[src/rtl/pipeline_pkg.sv]
// Shared types and constants for the instruction pipeline front end.
package pipeline_pkg;

  localparam int DEFAULT_INSTR_W = 64;
  localparam int DEFAULT_ADDR_W  = 8;

  // Instruction field slices (hi/lo bit positions)
  localparam int MEM_OP_HI      = 63;
  localparam int MEM_OP_LO      = 62;
  localparam int SRC_SEL_HI     = 61;
  localparam int SRC_SEL_LO     = 60;
  localparam int ALU_OP_HI      = 59;
  localparam int ALU_OP_LO      = 58;
  localparam int BRANCH_COND_HI = 57;
  localparam int BRANCH_COND_LO = 56;
  localparam int TARGET_HI      = 55;
  localparam int TARGET_LO      = 48;
  localparam int SRC_A_HI       = 47;
  localparam int SRC_A_LO       = 40;
  localparam int SRC_B_HI       = 39;
  localparam int SRC_B_LO       = 32;
  localparam int IMM_HI         = 31;
  localparam int IMM_LO         = 0;

  // Fetch control states
  typedef enum logic [1:0] {
    IDLE     = 2'd0,
    RUN      = 2'd1,
    REDIRECT = 2'd2
  } fetch_state_t;

  // Branch target field of an instruction word
  function automatic logic [DEFAULT_ADDR_W-1:0] target_of(input logic [DEFAULT_INSTR_W-1:0] instr);
    return instr[TARGET_HI:TARGET_LO];
  endfunction

endpackage

[src/rtl/fetch_buffer.sv]
// Two-entry FIFO of {pc, instruction}; the head entry drives the outputs directly.
module fetch_buffer import pipeline_pkg::*; #(
  parameter int ADDR_W  = DEFAULT_ADDR_W,
  parameter int INSTR_W = DEFAULT_INSTR_W
) (
  input  logic               clk,
  input  logic               resetN,
  input  logic               flush,
  input  logic               push,
  input  logic [ADDR_W-1:0]  push_pc,
  input  logic [INSTR_W-1:0] push_instr,
  input  logic               pop,
  output logic [ADDR_W-1:0]  head_pc,
  output logic [INSTR_W-1:0] head_instr,
  output logic               full,
  output logic               empty
);

  localparam int DEPTH = 2;

  logic [ADDR_W-1:0]  pc_mem    [DEPTH];
  logic [INSTR_W-1:0] instr_mem [DEPTH];
  logic               wr_ptr_reg;
  logic               rd_ptr_reg;
  logic [1:0]         count_reg;
  logic [DEPTH-1:0]   wr_en;
  logic               do_push;
  logic               do_pop;

  // A flush cancels any same-cycle push or pop
  assign do_push = push && !flush;
  assign do_pop  = pop && !flush;

  genvar gi;
  generate
    for (gi = 0; gi < DEPTH; gi++) begin : g_wr_en
      assign wr_en[gi] = do_push && (wr_ptr_reg == 1'(gi));
    end
  endgenerate

  // Entry storage; cleared on reset so the outputs read zero
  always_ff @(posedge clk or negedge resetN) begin
    if (!resetN) begin
      for (int i = 0; i < DEPTH; i++) begin
        pc_mem[i]    <= '0;
        instr_mem[i] <= '0;
      end
    end else begin
      for (int i = 0; i < DEPTH; i++) begin
        if (wr_en[i]) begin
          pc_mem[i]    <= push_pc;
          instr_mem[i] <= push_instr;
        end
      end
    end
  end

  // Pointers and occupancy; push+pop when full writes the slot being vacated
  always_ff @(posedge clk or negedge resetN) begin
    if (!resetN) begin
      wr_ptr_reg <= 1'b0;
      rd_ptr_reg <= 1'b0;
      count_reg  <= 2'd0;
    end else if (flush) begin
      wr_ptr_reg <= 1'b0;
      rd_ptr_reg <= 1'b0;
      count_reg  <= 2'd0;
    end else begin
      if (do_push) wr_ptr_reg <= ~wr_ptr_reg;
      if (do_pop)  rd_ptr_reg <= ~rd_ptr_reg;
      count_reg <= count_reg + {1'b0, do_push} - {1'b0, do_pop};
    end
  end

  assign head_pc    = pc_mem[rd_ptr_reg];
  assign head_instr = instr_mem[rd_ptr_reg];
  assign full       = (count_reg == 2'd2);
  assign empty      = (count_reg == 2'd0);

  push_into_full_a: assert property (@(posedge clk) disable iff (!resetN)
    !(do_push && full && !do_pop));

endmodule

[src/rtl/instruction_fetch_stage.sv]
// Fetch stage: owns the PC, reads a 1-cycle synchronous instruction memory,
// and hands {instruction, pc} to decode through a 2-entry buffer.
module instruction_fetch_stage import pipeline_pkg::*; #(
  parameter int                ADDR_W   = DEFAULT_ADDR_W,
  parameter int                INSTR_W  = DEFAULT_INSTR_W,
  parameter logic [ADDR_W-1:0] RESET_PC = '0
) (
  input  logic               clk,
  input  logic               resetN,
  input  logic               fetchEnable,
  output logic [ADDR_W-1:0]  imemAddr,
  output logic               imemReq,
  input  logic [INSTR_W-1:0] imemData,
  input  logic               branchTaken,
  input  logic [ADDR_W-1:0]  branchTarget,
  output logic [INSTR_W-1:0] instruction,
  output logic [ADDR_W-1:0]  instrPC,
  output logic               instrValid,
  input  logic               instrReady
);

  fetch_state_t      state_reg, state_next;
  logic [ADDR_W-1:0] pc_reg;
  logic [ADDR_W-1:0] inflight_addr_reg;
  logic              epoch_reg;
  logic              inflight_reg;
  logic              inflight_epoch_reg;
  logic              req;
  logic              push;
  logic              pop;
  logic              buf_full;
  logic              buf_empty;
  logic [2:0]        occupancy;

  // A redirect flushes the head instead of transferring it
  assign pop  = instrValid && instrReady && !branchTaken;
  // Only responses from the current path are kept
  assign push = inflight_reg && (inflight_epoch_reg == epoch_reg) && !branchTaken;

  // Slots committed after this cycle: entries left after the pop plus the
  // response landing now. Counting the pop keeps back-to-back fetch at 1/cycle.
  assign occupancy = {1'b0, buf_full, !buf_full && !buf_empty}
                   - {2'b00, pop} + {2'b00, inflight_reg};

  // Next-state and request decode; a redirect always wins
  always_comb begin
    state_next = state_reg;
    req        = 1'b0;
    unique case (state_reg)
      IDLE: begin
        if (fetchEnable) state_next = RUN;
      end
      RUN: begin
        req = (occupancy < 3'd2) && !branchTaken;
        if (!fetchEnable) state_next = IDLE;
      end
      REDIRECT: begin
        state_next = fetchEnable ? RUN : IDLE;
      end
      default: state_next = IDLE;
    endcase
    if (branchTaken) state_next = REDIRECT;
  end

  // State register
  always_ff @(posedge clk or negedge resetN) begin
    if (!resetN) state_reg <= IDLE;
    else         state_reg <= state_next;
  end

  // PC, epoch and in-flight request tracking
  always_ff @(posedge clk or negedge resetN) begin
    if (!resetN) begin
      pc_reg             <= RESET_PC;
      epoch_reg          <= 1'b0;
      inflight_reg       <= 1'b0;
      inflight_epoch_reg <= 1'b0;
      inflight_addr_reg  <= RESET_PC;
    end else begin
      inflight_reg       <= req;
      inflight_epoch_reg <= epoch_reg;
      inflight_addr_reg  <= pc_reg;
      if (branchTaken) begin
        pc_reg    <= branchTarget;
        epoch_reg <= ~epoch_reg;
      end else if (req) begin
        pc_reg <= pc_reg + ADDR_W'(1);
      end
    end
  end

  assign imemReq  = req;
  assign imemAddr = pc_reg;
  assign instrValid = !buf_empty;

  fetch_buffer #(
    .ADDR_W  (ADDR_W),
    .INSTR_W (INSTR_W)
  ) u_fetch_buffer (
    .clk        (clk),
    .resetN     (resetN),
    .flush      (branchTaken),
    .push       (push),
    .push_pc    (inflight_addr_reg),
    .push_instr (imemData),
    .pop        (pop),
    .head_pc    (instrPC),
    .head_instr (instruction),
    .full       (buf_full),
    .empty      (buf_empty)
  );

endmodule

[config.mk]
export PLATFORM = sky130hd
export DESIGN_NAME = instruction_fetch_stage
export DESIGN_NICKNAME = d
export VERILOG_FILES = /design/src/rtl/pipeline_pkg.sv /design/src/rtl/fetch_buffer.sv /design/src/rtl/instruction_fetch_stage.sv
export SDC_FILE = /design/constraint.sdc
export NUM_CORES = 1
export LEC_CHECK = 0
export CAP_MARGIN = 0
export CORE_MARGIN = 8
export CORE_UTILIZATION = 50
export CTS_CLUSTER_SIZE = 16
export DETAILED_ROUTE_END_ITERATION = 16
export GPL_TIMING_DRIVEN = 1
export PLACE_DENSITY_LB_ADDON = 0.1
export SLEW_MARGIN = 25
export SYNTH_ARGS = -nofsm -noshare
export SYNTH_HDL_FRONTEND = slang
export SYNTH_SLANG_ARGS = --single-unit
[constraint.sdc]
create_clock -name clk -period 4.74 [get_ports clk]
set_input_delay 0.948 -clock clk [delete_from_list [all_inputs] [get_ports clk]]
set_output_delay 0.948 -clock clk [all_outputs]
set_load 0.02 [all_outputs]
==> flow_summary.toml, run 1 <==
[floorplanning]
initial_core_util_pct = 50.7
die-area_sq_um = 18800
die_x_um = 137
io_pins = 159
rows = 44
die_y_um = 137
design.core.area_sq_um = 14400

[clock_tree]
post_cts_buffers = 0
root_buffer = "clkbuf_16"
path_clk_slew_ps = 60
post_cts_resized = 0
cts_buffer_depth = 2
htreeDepth = 4
cts_buffers = 17
insertion_delay_ps = 420
clock-sinks = 169
postCtsHoldBufs = 0
tritoncts = "done"

[final_layout]
syn_to_final_growth_pct = 33.6
final_common_cell = "mux2_2"
top_regs = "u_fetch_buffer.instr_mem x128, u_fetch_buffer.pc_mem x16"
drive_gt1_share_pct = 40.0
largest_register_ffs = 128
regMostFlops = "u_fetch_buffer.instr_mem"
final_cell_mix = "mux2_2, dfrtp_1, clkdlybuf4s50_1"
nNetsFinal = 728
diodes = 0

[timing]
slew_violations = 0
period_needed_ps = 4310
slew_headroom_pct = 39.0
timing.final.crit_share_pct = 91.0
setup_slack_ps = 427
fin_skew_ps = 5.41
worst_pin_slew_ps = 914
setup_viol = 0
fin_tns_setup_ps = 0
rsz0062_at_grt = "false"
clock.fmax_ghz = 0.232
hold_violations = 0

[global_route]
grt_pass1_vias = 5070
grt_max_degree = 111
grt_pass1_wl_mm = 26.0
grtUsageTotal_pct = 17.9
antenna_found_initial = 0
grt_overflow = 0

[power]
power.share.clock_pct = 27.3
power.leakage_nw = 4.42
netSwitchingFraction_pct = 29.4
seqPwrFrac_pct = 37.2
switchingPower_w = 0.00157
pwr_density_cell_nw_per_um2 = 546
combPwrFrac_pct = 35.5
p_int_w = 0.00377
vdd_drop_max_mv = 0.337

[route]
wl_per_cell_um = 19.2
wl_mm = 16.2
via_count = 4526
vias_per_cell = 5.36
ant_nets = 0
drtIter0Drc = 218
drtPass1Iterations = 4
drc_errors = 0

[yosys]
synth_top_cell_area_share_pct = 57.8
yosysUniqueCellTypes = 34
synth-simple-area-share_pct = 2.96
synth_edf_count = 0
synth_compound_area_share_pct = 1.76
synthArstFlopShare_pct = 100
synthXorXnorAreaFrac_pct = 1.42
syn_nets = 569
syn_inst = 488
ys_seq_area_share_pct = 57.8
synth_mux_area_share_pct = 33.3
yosys.area_share.adder_pct = 0.684
yosysTopAreaCell = "dfrtp_1"
yosysWarnings = 0
synth_ff_type = "dfrtp_1"
synth_top_family_by_area = "multiplexers"
ys_top_cells_by_area = "dfrtp_1, mux2_2, buf_2"
syn_area_sq_um = 7310
synth-seq-cells = 169
synth_area_per_cell_sq_um = 15.0

[worst_setup_path]
crit_slowest_cell = "clkdlybuf4s50_1"
critPathTopFamily = "buffers and inverters"
worstPathMaxFanout = 10
r2r-end = "imemAddr[5]"
worst-r2r-cell-count = 8
required_ps = 3790
worst-path-buf-inv = 2
slowest_delay_ps = 670
timing.rr.start = "u_fetch_buffer.count_reg[0]"
path_class = "input pin to output port"
cp_common_cell = "clkdlybuf4s50_1"
endpoint_kind = "output port"
path_cells = "clkdlybuf4s50_1, nand2_1, nor2_1, ha_1, nor2b_1, xor3_2, nor3_1, clkdlybuf4s50_1"
reg2reg_slack_ps = 2160
critPathArrivalTime_ps = 3370
startpoint_type = "input pin"

[min_path]
min_from = "epoch_reg"
hold_depth = 0
hold_path_class = "flop to flop"
hold_end = "inflight_epoch_reg"

[outcome]
status = "finished, final reports clean"

[placement]
hpwl_mm = 10.6
routabilityCongestion = 0.818
place_ws_ps = 458
io_buffers = 158

[job]
drv_cap = 0
[layout make-up]
class	instances	area, sq um
well taps	184	230
clock inverters	10	140
fillers	1044	4660
inverters	9	33.8
repair buffers	166	1690
flip-flops and latches	169	4230
clock buffers	22	494
multi-input cells	284	2950
[power by group through the flow]
stage                     logic [W]  clock network, W  registers (W)
after floorplan             0.00108                 0        0.00195
after global placement      0.00188                 0        0.00199
after detailed placement    0.00190                 0        0.00202
after CTS                   0.00192           0.00149        0.00199
after global routing        0.00201           0.00154        0.00203
final                       0.00190           0.00146        0.00198
[worst max path at each step]
stage / startpoint / endpoint / slack [ps] / depth (start not counted)
floorplan: branchTaken / imemReq / 710 / 7
global placement: instrReady / imemReq / 550 / 8
detailed placement: instrReady / imemReq / 460 / 8
CTS: instrReady / imemReq / 440 / 8
global route: instrReady / imemReq / 340 / 8
finish: instrReady / imemReq / 430 / 8
[synthesized netlist by cell type (2+ instances only)]
library cell and number:
nand2_1 5, mux2_2 216, and3_1 3, nand4_1 3, a31oi_1 4, inv_1 9, ha_1 4, clkbuf_1 10
nor3_1 3, a221o_1 2, buf_2 14, dfrtp_1 169, nor2b_1 4, xnor2_1 2, or4_1 2, xor2_1 4
nand3_1 3, o31ai_1 4, nor2_1 12
[logic make-up (layout without fill, tap and decap cells)]
logic type | after synthesis | in the layout
xor gates and xnor gates | 8 | 8
AOI/OAI and AO/OA | 16 | 16
buffers and inverters | 35 | 207
muxes | 216 | 216
adders and majority gates | 4 | 4
and+or+nand+nor | 40 | 40
DFF | 169 | 169
[per-layer routing]
layer  up-vias  GRT usage, %  part of all wire [%]
met5         -             0                     0
met4         0          4.53                  0.65
met3         6          6.06                   6.3
met2       121          29.8                    50
met1      2319          21.8                    43
li1       2080             -                     -
[through the flow]
step | hold WS (ps) | instance area [sq um] | std cells | util [%] | power [W]
finish | 443 | 9770 | 844 | 67.7 | 0.00534
global placement | 422 | 9100 | 811 | 63.1 | 0.00386
CTS | 442 | 9740 | 843 | 67.5 | 0.00540
floorplan | 410 | 7310 | 488 | - | 0.00303
global route | 458 | 9770 | 844 | 67.7 | 0.00559
detailed placement | 431 | 9100 | 811 | 63.1 | 0.00392
Note: power is estimated with default switching activity, not from simulation.
==> run 2, diff against run 1 <==
- REMOVE_ABC_BUFFERS: default -> 1
==> run 2 against run 1 <==
Non-clock buffer count is 2 lower. Global-route usage is 0.43 points lower. Routed wire length is 1.9% lower. Critical endpoint unchanged. Flip-flop and latch count stayed put. Combinational power hardly changed. Fmax is 1.1% higher.
==> flow_summary.toml, run 2 (synthesized netlist as in run 1, its figures left out) <==
[outcome]
status = "finished, final reports clean"

[clock_tree]
cts_buffers = 17
root_buffer = "clkbuf_16"
htreeDepth = 4
cts_buffer_depth = 2
path_clk_slew_ps = 60
post_cts_resized = 0
tritoncts = "done"
post_cts_buffers = 0
clock-sinks = 169
postCtsHoldBufs = 0
insertion_delay_ps = 410

[timing]
setup_viol = 0
hold_violations = 0
fin_tns_setup_ps = 0
fin_skew_ps = 6.55
worst_pin_slew_ps = 881
period_needed_ps = 4270
timing.final.crit_share_pct = 90.0
clock.fmax_ghz = 0.234
rsz0062_at_grt = "false"
slew_violations = 0
slew_headroom_pct = 41.2

[route]
ant_nets = 0
wl_per_cell_um = 18.9
drtIter0Drc = 203
dr_wl_met3_um = 816
top_signal_layer_used = "met4"
vias_per_cell = 5.35
via_count = 4501
drc_errors = 0
met1_length_mm = 6.73
drtPass1Iterations = 4
wl_mm = 15.9
dr_wl_met2_mm = 8.13

[final_layout]
fill_cells = 1044
top_regs = "u_fetch_buffer.instr_mem x128, u_fetch_buffer.pc_mem x16"
register_area_sq_um = 4230
syn_to_final_growth_pct = 32.8
largest_register_ffs = 128
drive_gt1_share_pct = 39.7
nNetsFinal = 726
final_common_cell = "mux2_2"
diodes = 0
multi_input_area_sq_um = 2950
final_cell_mix = "mux2_2, dfrtp_1, clkdlybuf4s50_1"
regMostFlops = "u_fetch_buffer.instr_mem"

[worst_setup_path]
timing.rr.start = "u_fetch_buffer.count_reg[0]"
critPathArrivalTime_ps = 3320
startpoint_type = "input pin"
endpoint_kind = "output port"
path_class = "input pin to output port"
worst-r2r-cell-count = 8
r2r-end = "imemAddr[5]"
crit_start = "instrReady"
crit_path_end = "imemReq"
required_ps = 3790
reg2reg_slack_ps = 2110
worstPathMaxFanout = 10

[floorplanning]
initial_core_util_pct = 50.7
die-area_sq_um = 18800
io_pins = 159
rows = 44
design.core.area_sq_um = 14400
die_x_um = 137
die_y_um = 137

[power]
power.leakage_nw = 4.39
power.share.clock_pct = 25.7
p_int_w = 0.00367
netSwitchingFraction_pct = 29.7
seqPwrFrac_pct = 38.0
p_total_w = 0.00522
vdd_drop_max_mv = 0.237
pwr_density_cell_nw_per_um2 = 537
switchingPower_w = 0.00155
combPwrFrac_pct = 36.3

[placement]
routabilityCongestion = 0.881
io_buffers = 158
hpwl_mm = 10.4

[global_route]
grt_overflow = 0
grt_max_degree = 114
grt_pass1_wl_mm = 25.6
grtUsageTotal_pct = 17.4
grt_pass1_vias = 5056
antenna_found_initial = 0

[min_path]
hold_path_class = "flop to flop"

[job]
drv_cap = 0
## run 2: power by group through the flow
stage | logic (W) | clock network (W) | registers, W
3_5_place_dp | 0.00190 | 0 | 0.00202
4_1_cts | 0.00191 | 0.00138 | 0.00200
3_3_place_gp | 0.00187 | 0 | 0.00199
6_report | 0.00189 | 0.00134 | 0.00198
5_1_grt | 0.00201 | 0.00143 | 0.00203
2_1_floorplan | 0.00107 | 0 | 0.00196
## run 2: worst max-delay path: stages
cell and delay (ps):
clkdlybuf4s50_1 450, nand2_1 80, nor2_1 110, ha_1 240
nor2b_1 190, xor3_2 390, nor3_1 240, clkdlybuf4s50_1 660
## run 2: stage by stage
stage | worst slack, ps | hold slack [ps] | utilization (%) | std cells | instance area (sq um)
after floorplan | 411 | 410 | - | 462 | 7190
final | 473 | 442 | 67.3 | 842 | 9710
after global placement | 560 | 424 | 63.1 | 809 | 9100
after CTS | 478 | 446 | 67.1 | 841 | 9680
after global routing | 282 | 474 | 67.3 | 842 | 9710
after detailed placement | 516 | 431 | 63.1 | 809 | 9100
## run 2: worst min-delay path by stage
stage          cells past startpoint  slack, ps       from            endpoint
2_1_floorplan                      0        410  epoch_reg  inflight_epoch_reg
4_1_cts                            0        450  epoch_reg  inflight_epoch_reg
6_report                           0        440  epoch_reg  inflight_epoch_reg
3_5_place_dp                       0        430  epoch_reg  inflight_epoch_reg
5_1_grt                            0        470  epoch_reg  inflight_epoch_reg
3_3_place_gp                       0        420  epoch_reg  inflight_epoch_reg
## run 2: cell type report
type,instances,share of cell area (%)
clock buffer,20,4.70
clock inverter,12,1.29
inverter,9,0.348
multi-input combinational,284,30.3
sequential,169,43.6
tap,184,2.37
timing repair buffer,164,17.4
## run 2: layer usage
metal  global-route usage (%)  up-vias
met5                        0        -
met4                     5.91        0
met3                     4.37       15
met2                     29.8      126
met1                     21.0     2297
li1                         -     2063
==> run 3, diff against run 2 <==
- CAP_MARGIN: 0 -> 10
- CORE_UTILIZATION: 50 -> 55
==> run 3 against run 2 <==
Total power is 1.3% higher. Non-clock buffer count is 1 higher. Setup slack worse by 98 ps. Cell area hardly changed. Sequential power hardly changed. Global-route usage is 1.4 points higher. Critical path type unchanged. Critical endpoint unchanged. Largest power group unchanged.
==> flow_summary.toml, run 3 (synthesized netlist as in run 1, its figures left out) <==
[outcome]
status = "finished, final reports clean"

[power]
pwr_density_cell_nw_per_um2 = 544
vdd_drop_max_mv = 0.320
power.leakage_nw = 4.40
p_total_w = 0.00529

[job]
drv_cap = 0

[global_route]
grt_max_degree = 100
grt_overflow = 0
grtUsageTotal_pct = 18.8
grt_pass1_wl_mm = 26.3
antenna_found_initial = 0
grt_pass1_vias = 5152

[placement]
routabilityCongestion = 0.892
hpwl_mm = 10.6
io_buffers = 158
place_ws_ps = 392

[timing]
fin_skew_ps = 6.89
clock.fmax_ghz = 0.229
slew_violations = 0
period_needed_ps = 4370
setup_slack_ps = 375
hold_slack_ps = 437
rsz0062_at_grt = "false"
slew_headroom_pct = 40.6
worst_pin_slew_ps = 891
hold_violations = 0
timing.final.crit_share_pct = 92.1
setup_viol = 0
fin_tns_setup_ps = 0

[floorplanning]
die_x_um = 131
design.core.area_sq_um = 13100
io_pins = 159
die_y_um = 131
initial_core_util_pct = 55.7
rows = 42
die-area_sq_um = 17200

[clock_tree]
post_cts_buffers = 0
post_cts_resized = 0
postCtsHoldBufs = 0
clock-sinks = 169
root_buffer = "clkbuf_16"
tritoncts = "done"
cts_buffer_depth = 2
cts_buffers = 17
htreeDepth = 4
path_clk_slew_ps = 60
insertion_delay_ps = 420

[final_layout]
final_common_cell = "mux2_2"
syn_to_final_growth_pct = 32.9
final_util_pct = 74.0
final_cell_mix = "mux2_2, dfrtp_1, clkdlybuf4s50_1"
regMostFlops = "u_fetch_buffer.instr_mem"
largest_register_ffs = 128
top_regs = "u_fetch_buffer.instr_mem x128, u_fetch_buffer.pc_mem x16"
drive_gt1_share_pct = 39.6
nNetsFinal = 727
diodes = 0

[worst_setup_path]
path_class = "input pin to output port"
startpoint_type = "input pin"
critPathArrivalTime_ps = 3420
endpoint_kind = "output port"
worstPathMaxFanout = 10
required_ps = 3790

[route]
drc_errors = 0
via_count = 4543
wl_per_cell_um = 18.9
ant_nets = 0
drtIter0Drc = 227
wl_mm = 15.7
vias_per_cell = 5.45
drtPass1Iterations = 4

[min_path]
hold_path_class = "flop to flop"
==> run 3: cell types whose count changed in the layout (fill, tap and decap cells not counted), moves of 2 or more <==
cell,previous run,this run
buf_4,2,4
clkbuf_8,3,5
clkinv_2,5,2
clkinv_4,2,0
==> run 3: final timing paths <==
kind	startpoint	end	slack [ps]	cells past startpoint
hold / removal	epoch_reg	inflight_epoch_reg	440	0
hold reg to reg	epoch_reg	inflight_epoch_reg	440	0
setup reg to reg	u_fetch_buffer.count_reg[0]	imemAddr[6]	2120	8
max in group asynchronous	resetN	imemAddr[2]	3060	2
setup / recovery	instrReady	imemReq	370	9
min in group asynchronous	resetN	u_fetch_buffer.instr_mem[97]	630	1
==> run 3: per-stage QoR <==
| stage | area [sq um] | instances |
|---|---|---|
| finish | 9720 | 833 |
| CTS | 9700 | 832 |
| floorplan | 7190 | 462 |
| global route | 9720 | 833 |
| global placement | 9080 | 802 |
| detailed placement | 9080 | 802 |
==> run 3: report_power, final <==
part           internal [W]  switching [W]  leakage (nW)
combinational       0.00107       0.000818          1.92
sequential          0.00180       0.000189          2.18
clock              0.000891       0.000522         0.297
total               0.00376        0.00153          4.40
==> run 3: cell type report <==
cell class	instances	area, sq um
timing repair buffer	165	1670
inverter	9	33.8
clock buffer	23	498
multi-input combinational	284	2950
fill	840	3420
tap	176	220
sequential	169	4230
clock inverter	7	115
==> run 3: critical path: stages <==
cell and delay [ps]:
clkdlybuf4s50_1 450, nand2_1 90, nor2_1 130, ha_1 250, nor2b_1 190, xor3_2 390
nor3_1 190, buf_4 170, clkdlybuf4s50_1 600
==> run 3: layer usage <==
layer  vias to the layer above  wire length [um]  share of wire, %  global-route usage, %
met2                       152              7960                51                   31.6
met3                        19               907               5.8                   5.91
li1                       2062                 -                 -                      -
met5                         -                 0                 0                      0
met1                      2310              6670                42                   22.7
met4                         0               201               1.3                   6.06
